===== src/rtl/fifo_salida_pkg.sv =====
// Shared definitions for the output-side FIFOs behind the 4-way arbiter:
// default geometry, status thresholds and the destination encoding.
package fifo_salida_pkg;

  // Default storage geometry: 4 words of 6 bits.
  localparam int unsigned DefDataWidth = 6;
  localparam int unsigned DefAddrWidth = 2;

  // Default status thresholds, in words held.
  localparam int unsigned DefAfullThr  = 3;
  localparam int unsigned DefAemptyThr = 1;

  // One FIFO instance per arbiter destination.
  localparam int unsigned NumDest = 4;

  // Destination encoding shared with the arbiter.
  typedef enum logic [1:0] {
    DestZero  = 2'd0,
    DestOne   = 2'd1,
    DestTwo   = 2'd2,
    DestThree = 2'd3
  } dest_e;

  // True when both thresholds are meaningful for the given depth.
  function automatic bit thr_legal(input int unsigned afull_thr,
                                   input int unsigned aempty_thr,
                                   input int unsigned depth);
    return (afull_thr >= 1) && (afull_thr <= depth) && (aempty_thr <= depth - 1);
  endfunction

endpackage


===== src/rtl/mem_fifo.sv =====
// DEPTH x DATA_WIDTH register-file storage for fifo_salida.
// Synchronous write port, asynchronous (combinational) read port.
module mem_fifo #(
  parameter int unsigned DATA_WIDTH = 6,
  parameter int unsigned ADDR_WIDTH = 2
) (
  input  logic                  clk,
  input  logic                  wr_en,
  input  logic [ADDR_WIDTH-1:0] wr_addr,
  input  logic [DATA_WIDTH-1:0] wr_data,
  input  logic [ADDR_WIDTH-1:0] rd_addr,
  output logic [DATA_WIDTH-1:0] rd_data
);

  localparam int unsigned DEPTH = 1 << ADDR_WIDTH;

  // Contents are don't-care after reset, so the array carries no reset.
  logic [DATA_WIDTH-1:0] mem_q [DEPTH];

  // Write the addressed word on an enabled clock edge.
  always_ff @(posedge clk) begin
    if (wr_en) begin
      mem_q[wr_addr] <= wr_data;
    end
  end

  // Read port is a plain mux so the owner can register it in one edge.
  always_comb begin
    rd_data = mem_q[rd_addr];
  end

endmodule


===== src/rtl/fifo_salida.sv =====
// Output-side FIFO terminating one destination of the arbiter's push
// interface. Holds pointers, occupancy, status flags and the sticky error
// flag; storage lives in mem_fifo. Read data is registered (pop -> data in
// one edge) and there is no empty bypass.
module fifo_salida
  import fifo_salida_pkg::*;
#(
  parameter int unsigned DATA_WIDTH = DefDataWidth,
  parameter int unsigned ADDR_WIDTH = DefAddrWidth,
  parameter int unsigned AFULL_THR  = DefAfullThr,
  parameter int unsigned AEMPTY_THR = DefAemptyThr
) (
  input  logic                  clk,
  input  logic                  reset,
  input  logic                  push,
  input  logic [DATA_WIDTH-1:0] data_in,
  input  logic                  pop,
  output logic [DATA_WIDTH-1:0] data_out,
  output logic                  valid_out,
  output logic                  empty,
  output logic                  full,
  output logic                  almost_full,
  output logic                  almost_empty,
  output logic                  error_out
);

  localparam int unsigned DEPTH = 1 << ADDR_WIDTH;
  localparam int unsigned CNT_W = ADDR_WIDTH + 1;

  // Reject meaningless thresholds while elaborating.
  if (!thr_legal(AFULL_THR, AEMPTY_THR, DEPTH)) begin : g_bad_thr
    $error("fifo_salida: AFULL_THR must be 1..DEPTH and AEMPTY_THR 0..DEPTH-1");
  end

  logic [ADDR_WIDTH-1:0] wr_ptr_q, wr_ptr_d;
  logic [ADDR_WIDTH-1:0] rd_ptr_q, rd_ptr_d;
  logic [CNT_W-1:0]      count_q, count_d;
  logic [DATA_WIDTH-1:0] data_out_q, data_out_d;
  logic                  valid_q, valid_d;
  logic                  error_q, error_d;

  logic                  push_ok;
  logic                  pop_ok;
  logic [DATA_WIDTH-1:0] rd_data;

  mem_fifo #(
    .DATA_WIDTH (DATA_WIDTH),
    .ADDR_WIDTH (ADDR_WIDTH)
  ) u_mem (
    .clk     (clk),
    .wr_en   (push_ok),
    .wr_addr (wr_ptr_q),
    .wr_data (data_in),
    .rd_addr (rd_ptr_q),
    .rd_data (rd_data)
  );

  // Status flags decode straight from the registered occupancy.
  always_comb begin
    empty        = (count_q == '0);
    full         = (count_q == CNT_W'(DEPTH));
    almost_full  = (32'(count_q) >= AFULL_THR);
    almost_empty = (32'(count_q) <= AEMPTY_THR);
  end

  // Accept decisions and next-state for pointers, count, read data and error.
  always_comb begin
    // At full a same-edge pop frees the slot the push needs; at empty the
    // pop is refused even if a push arrives, since there is no bypass.
    pop_ok  = pop && !empty;
    push_ok = push && (!full || pop);

    wr_ptr_d   = push_ok ? wr_ptr_q + 1'b1 : wr_ptr_q;
    rd_ptr_d   = pop_ok  ? rd_ptr_q + 1'b1 : rd_ptr_q;
    data_out_d = pop_ok  ? rd_data : data_out_q;
    valid_d    = pop_ok;

    count_d = count_q;
    unique case ({push_ok, pop_ok})
      2'b10:   count_d = count_q + 1'b1;
      2'b01:   count_d = count_q - 1'b1;
      default: count_d = count_q;
    endcase

    error_d = error_q || (push && !push_ok) || (pop && !pop_ok);
  end

  // State registers; reset clears everything without waiting for a clock.
  always_ff @(posedge clk or posedge reset) begin
    if (reset) begin
      wr_ptr_q   <= '0;
      rd_ptr_q   <= '0;
      count_q    <= '0;
      data_out_q <= '0;
      valid_q    <= 1'b0;
      error_q    <= 1'b0;
    end else begin
      wr_ptr_q   <= wr_ptr_d;
      rd_ptr_q   <= rd_ptr_d;
      count_q    <= count_d;
      data_out_q <= data_out_d;
      valid_q    <= valid_d;
      error_q    <= error_d;
    end
  end

  // Drive registered outputs.
  always_comb begin
    data_out  = data_out_q;
    valid_out = valid_q;
    error_out = error_q;
  end

endmodule


===== config.mk =====
export PLATFORM = sky130hd
export DESIGN_NAME = fifo_salida
export DESIGN_NICKNAME = d
export VERILOG_FILES = /design/src/rtl/fifo_salida_pkg.sv /design/src/rtl/mem_fifo.sv /design/src/rtl/fifo_salida.sv
export SDC_FILE = /design/constraint.sdc
export NUM_CORES = 1
export LEC_CHECK = 0
export ABC_AREA = 1
export BUFFER_PORTS_ARGS = -buffer_cell sky130_fd_sc_hd__buf_4
export CORE_MARGIN = 4
export CORE_UTILIZATION = 51
export DETAILED_ROUTE_END_ITERATION = 8
export PLACE_DENSITY_LB_ADDON = 0.15
export SLEW_MARGIN = 40
export SYNTH_ARGS = -nofsm -noshare
export SYNTH_HDL_FRONTEND = slang
export SYNTH_SLANG_ARGS = --single-unit

===== constraint.sdc =====
create_clock -name clk -period 1.87 [get_ports clk]
set_input_delay 0.0935 -clock clk [delete_from_list [all_inputs] [get_ports clk]]
set_output_delay 0.0935 -clock clk [all_outputs]
set_load 0.005 [all_outputs]

==> results.cfg, run 1 <==
[sta]
finClkSkew_ps = 5.760
tightest_slew_ps = 552.6
slew_violations = 0
finalSetupTns_ps = 0
fin_ws_ps = 140.8
max_freq_mhz = 578.3
fin_worst_hold_slack_ps = 16.73
finalHoldViolCount = 0
final-setup-viol-count = 0
relSlewSlack = 0.6312
min_period_ps = 1729
min_period_over_period = 0.9247
rsz0062_at_grt = false

[floorplan]
die-area_um2 = 4614
rows = 21
die_w_um = 67.93
start_util = 0.5404
core_um2 = 3390
die_height_um = 67.93
ios = 22

[hold_path]
hp-start = push
hold_class = in2reg
hold-path-endpoint = error_out$_DFF_PP0_
min_path_cells = 3

[power_and_ir_drop]
switching_power_w = 0.001085
power_density_nw_per_um2 = 1326
seqPwrFrac = 0.471
pwr-share-comb = 0.394
clkPwrFrac = 0.135
switching_share = 0.3728
p_int_w = 0.001824
leakage_nw = 1.102
vdd_drop_max_mv = 0.5936

[placement]
port_buffers = 21
placed_area_um2 = 2068
place_congestion = 0.8149
dpl_worst_slack_ps = 125.7
dp_hpwl_um = 2252
placed_cells = 260

[clocking]
clockBufferDepth = 2
htree_num_levels = 2
cts.sinks = 39
cts_root_buffer = clkbuf_4
cts_buffers = 5
cts_setup_buffers = 0
clk_latency_ps = 340
cts_tree = built
clk_pin_slew_worst_paths_ps = 100

[synth]
synth.distinct_cells = 17
syn_area_um2 = 1832
synth_cells = 190
ys_ff_latch = 39
synth_warnings = 0
avgSynthCellArea_um2 = 9.641
syn-num-nets = 209
yosysSeqAreaShare = 0.5984

[critical_path]
cp_data_required_time_ps = 2110
cp-start-kind = flip-flop
worst_r2r_endpoint = count_q[2]$_DFFE_PP0P_
worstPathArrival_ps = 1970
timing.rr.start = count_q[0]$_DFFE_PP0P_
reg2regPathDepth = 11
r2r_slack_ps = 140
cp_max_fo = 4
crit_type = reg2reg
end_kind = flip-flop

[grt]
grt_pass1_wl_um = 5030
grt_pass1_vias = 1173
grt_start_max_net_pins = 16
grt_usage = 0.1538
grt_overflow = 0
antenna_found_initial = 0

[layout]
post-route-cell-area_um2 = 2193
drive_above_1_share = 0.1747
final_cells = 275
diodes = 0
areaGrowthSynthToFinish_pct = 19.74
nets = 247

[detailed_routing]
num_vias = 1259
drt_iter0_drc = 37
dr.pass1.iters = 4
antenna_left = 0
drt-wirelength-per-cell_um = 11.12
drc = 0
vias_per_cell = 4.578
wirelength_um = 3059

[status]
outcome = finished clean

[run]
cap_violations = 0
[worst max-delay path by stage]
| stage | cells past startpoint | end | slack, ps | start |
|---|---|---|---|---|
| 3_3_place_gp | 11 | count_q[2]$_DFFE_PP0P_ | 200 | count_q[0]$_DFFE_PP0P_ |
| 5_1_grt | 11 | count_q[2]$_DFFE_PP0P_ | 20 | count_q[0]$_DFFE_PP0P_ |
| 2_1_floorplan | 11 | count_q[2]$_DFFE_PP0P_ | 100 | count_q[0]$_DFFE_PP0P_ |
| 4_1_cts | 11 | count_q[2]$_DFFE_PP0P_ | 110 | count_q[0]$_DFFE_PP0P_ |
| 6_report | 11 | count_q[2]$_DFFE_PP0P_ | 140 | count_q[0]$_DFFE_PP0P_ |
| 3_5_place_dp | 11 | count_q[2]$_DFFE_PP0P_ | 130 | count_q[0]$_DFFE_PP0P_ |
[critical path, stage by stage, from the launching register on]
cell,delay (ps)
dfrtp_1,420
inv_1,120
ha_2,210
inv_1,80
o21ai_4,130
inv_2,50
ha_1,340
inv_1,70
o21ai_0,70
nand2_1,60
nand2_1,60
inv_1,30
[power groups by stage]
stage / combinational [W] / clock [W] / sequential [W]
floorplan: 0.000844 / 0 / 0.00130
global placement: 0.00111 / 0 / 0.00137
detailed placement: 0.00115 / 0 / 0.00139
CTS: 0.00117 / 0.000409 / 0.00137
global route: 0.00134 / 0.000441 / 0.00140
finish: 0.00115 / 0.000392 / 0.00137
[Yosys cell counts, drive strengths merged]
cell type | number | area, um2
nand2 | 60 | 232.7
inv | 43 | 161.4
edfxtp | 24 | 720.7
dfrtp | 15 | 375.4
nand3 | 13 | 65.06
nor2 | 11 | 41.29
ha | 9 | 112.6
o21ai | 7 | 57.55
buf | 3 | 27.52
xnor2 | 2 | 17.52
clkbuf | 1 | 3.750
nand3b | 1 | 7.510
xor2 | 1 | 8.760
[logic make-up (layout without fill, tap and decap cells)]
group                      after synthesis  after routing  share of synthesized area
AOI/OAI and AO/OA                        7              7                    0.03142
buffers and inverters                   47             86                     0.1052
adders and majority gates                9              9                    0.06148
and+or+nand+nor                         85             85                     0.1892
DFF                                     39             39                     0.5984
xor gates and xnor gates                 3              3                    0.01435
[per-stage QoR]
step,total power [W],util
final,0.002909,0.6471
after global routing,0.003180,0.6471
after CTS,0.002944,0.6464
after detailed placement,0.002535,0.6102
after global placement,0.002484,0.6102
after floorplan,0.002140,-
[what timing repair did]
item / 4_1_cts / 5_1_grt
hold buffers: 7 / 0
resized for setup: 0 / 1
hold endpoints to repair: 39 / 0
setup endpoints to repair: 0 / 1
[layer usage]
metal	GRT usage	up-vias	wire [um]
li1	-	652	-
met1	0.1833	568	1387
met2	0.2503	35	1453
met3	0.05419	4	182
met4	0.06700	0	36
met5	0	-	0
[registers in the layout, indices dropped and copies added, names as in the netlist]
register / count
u_mem.mem_q: 24
valid_out: 1
data_out: 6
count_q: 3
wr_ptr_q: 2
rd_ptr_q: 2
error_out: 1
[placed cells by master, fill, tap and decap left out, drive strengths merged]
cell type and instances:
buf 28, clkbuf 5, clkinv 2, clkinvlp 1, dfrtp 15, dlygate4sd3 7, edfxtp 24, ha 9
inv 43, nand2 60, nand3 13, nand3b 1, nor2 11, o21ai 7, xnor2 2, xor2 1
[area by class of cell]
type                            instances  area (um2)
Multi-Input combinational cell        104       545.5
Clock inverter                          3       15.01
Timing Repair Buffer                   35       280.3
Fill cell                             278        1196
Sequential cell                        39        1096
Clock buffer                            5       37.54
Inverter                               43       161.4
Tap cell                               46       57.56
(Power assumes the default switching activity.)
==> run 2: changes to the inputs <==
- CORE_MARGIN: 4 -> 2
- CORE_UTILIZATION: 51 -> 25
- SLEW_MARGIN: 40 -> 20
==> results.cfg, run 2 (synthesis results as in run 1) <==
[floorplan]
die_height_um = 89.60
start_util = 0.2553
ios = 22
core_um2 = 7176
die_w_um = 89.60
die-area_um2 = 8028
rows = 31

[run]
cap_violations = 0

[detailed_routing]
vias_per_cell = 3.793
antenna_left = 0
wirelength_um = 3422
num_vias = 1244
drt_iter0_drc = 63
dr.pass1.iters = 4
drc = 0
drt-wirelength-per-cell_um = 10.43

[critical_path]
crit_type = reg2reg
worstPathArrival_ps = 1910
cp_max_fo = 9
worst_r2r_endpoint = count_q[2]$_DFFE_PP0P_
cp_data_required_time_ps = 2060
cp-start-kind = flip-flop
end_kind = flip-flop
reg2regPathDepth = 11
r2r_slack_ps = 150
timing.rr.start = count_q[0]$_DFFE_PP0P_

[layout]
layout_commonest_cell = nand2_1
areaGrowthSynthToFinish_pct = 27.32
largest_register_ffs = 24
regMostFlops = u_mem.mem_q
final_cells = 328
final_cell_mix = nand2_1 (59), inv_1 (41), buf_4 (28), edfxtp_1 (24), dfrtp_1 (15)
drive_above_1_share = 0.1878
diodes = 0
nets = 247

[clocking]
cts_buffers = 5
clockBufferDepth = 2
cts_tree = built
cts.sinks = 39
htree_num_levels = 2
cts_root_buffer = clkbuf_8
cts_setup_buffers = 0
clk_pin_slew_worst_paths_ps = 80
clk_latency_ps = 290

[sta]
max_freq_mhz = 582.2
finalSetupTns_ps = 0
fin_ws_ps = 152.5
relSlewSlack = 0.5808
min_period_ps = 1718
tightest_slew_ps = 628.1
rsz0062_at_grt = false
finClkSkew_ps = 8.213
min_period_over_period = 0.9185
final-setup-viol-count = 0
finalHoldViolCount = 0
slew_violations = 0

[grt]
grt_usage = 0.09337
antenna_found_initial = 0
grt_start_max_net_pins = 16
grt_overflow = 0
grt_pass1_vias = 1117
grt_pass1_wl_um = 5382

[power_and_ir_drop]
vdd_drop_max_mv = 0.3104
power_density_nw_per_um2 = 1394
leakage_nw = 1.134

[hold_path]
hp-start = push
hold-path-endpoint = error_out$_DFF_PP0_
hold_class = in2reg
min_path_cells = 3

[placement]
dpl_worst_slack_ps = 68.33
place_congestion = 0.6854
port_buffers = 21
placed_cells = 313
dp_hpwl_um = 2442

[status]
outcome = finished clean
run 2: how the worst max path moves through the flow:
stage	start	to	slack, ps	cells past startpoint
after global placement	count_q[0]$_DFFE_PP0P_	count_q[2]$_DFFE_PP0P_	120	11
after floorplan	count_q[0]$_DFFE_PP0P_	count_q[2]$_DFFE_PP0P_	100	11
after detailed placement	count_q[1]$_DFFE_PP0P_	count_q[2]$_DFFE_PP0P_	70	11
after CTS	count_q[0]$_DFFE_PP0P_	count_q[2]$_DFFE_PP0P_	50	11
after global routing	count_q[0]$_DFFE_PP0P_	count_q[2]$_DFFE_PP0P_	20	11
final	count_q[0]$_DFFE_PP0P_	count_q[2]$_DFFE_PP0P_	150	11
run 2: layout make-up:
| type | instances | area, um2 |
|---|---|---|
| clock buffer | 5 | 68.82 |
| clock inverter | 3 | 43.79 |
| fill | 735 | 4843 |
| inverter | 43 | 161.4 |
| multi-input combinational | 104 | 558.0 |
| sequential | 39 | 1096 |
| tap | 99 | 123.9 |
| timing repair buffer | 35 | 280.3 |
run 2: worst max-delay path: stages (launching register included):
cell and delay [ps]:
dfrtp_1 410, inv_1 100, ha_2 210, inv_1 80, o21ai_4 130, inv_2 110
ha_4 300, inv_1 50, o21ai_0 60, nand2_1 70, nand2_1 50, inv_1 30
run 2: repair_timing:
item                                    CTS  global route
resized for setup                         0             2
hold endpoints to repair                 30             1
endpoints found under the setup margin    0             1
hold buffers                              6             1
run 2: metal layers:
layer	GRT usage	wire, um
met3	0.03108	139
met1	0.1145	1672
met2	0.1477	1540
met4	0.04478	69
met5	0	0
run 2: per-stage QoR:
stage | hold WS, ps | instance area (um2) | util | power (W)
2_1_floorplan | -5.021 | 1832 | - | 0.002140
3_3_place_gp | 219.1 | 2135 | 0.2975 | 0.002589
3_5_place_dp | 221.9 | 2135 | 0.2975 | 0.002575
4_1_cts | 0.9186 | 2307 | 0.3215 | 0.003306
5_1_grt | 37.04 | 2332 | 0.3250 | 0.003563
6_report | 49.13 | 2332 | 0.3250 | 0.003252
run 2: report_power, final:
group          leakage (nW)  internal [W]  switching (W)
logic                 0.680      0.000538       0.000672
clock network        0.0581      0.000397       0.000298
registers             0.396       0.00117       0.000175
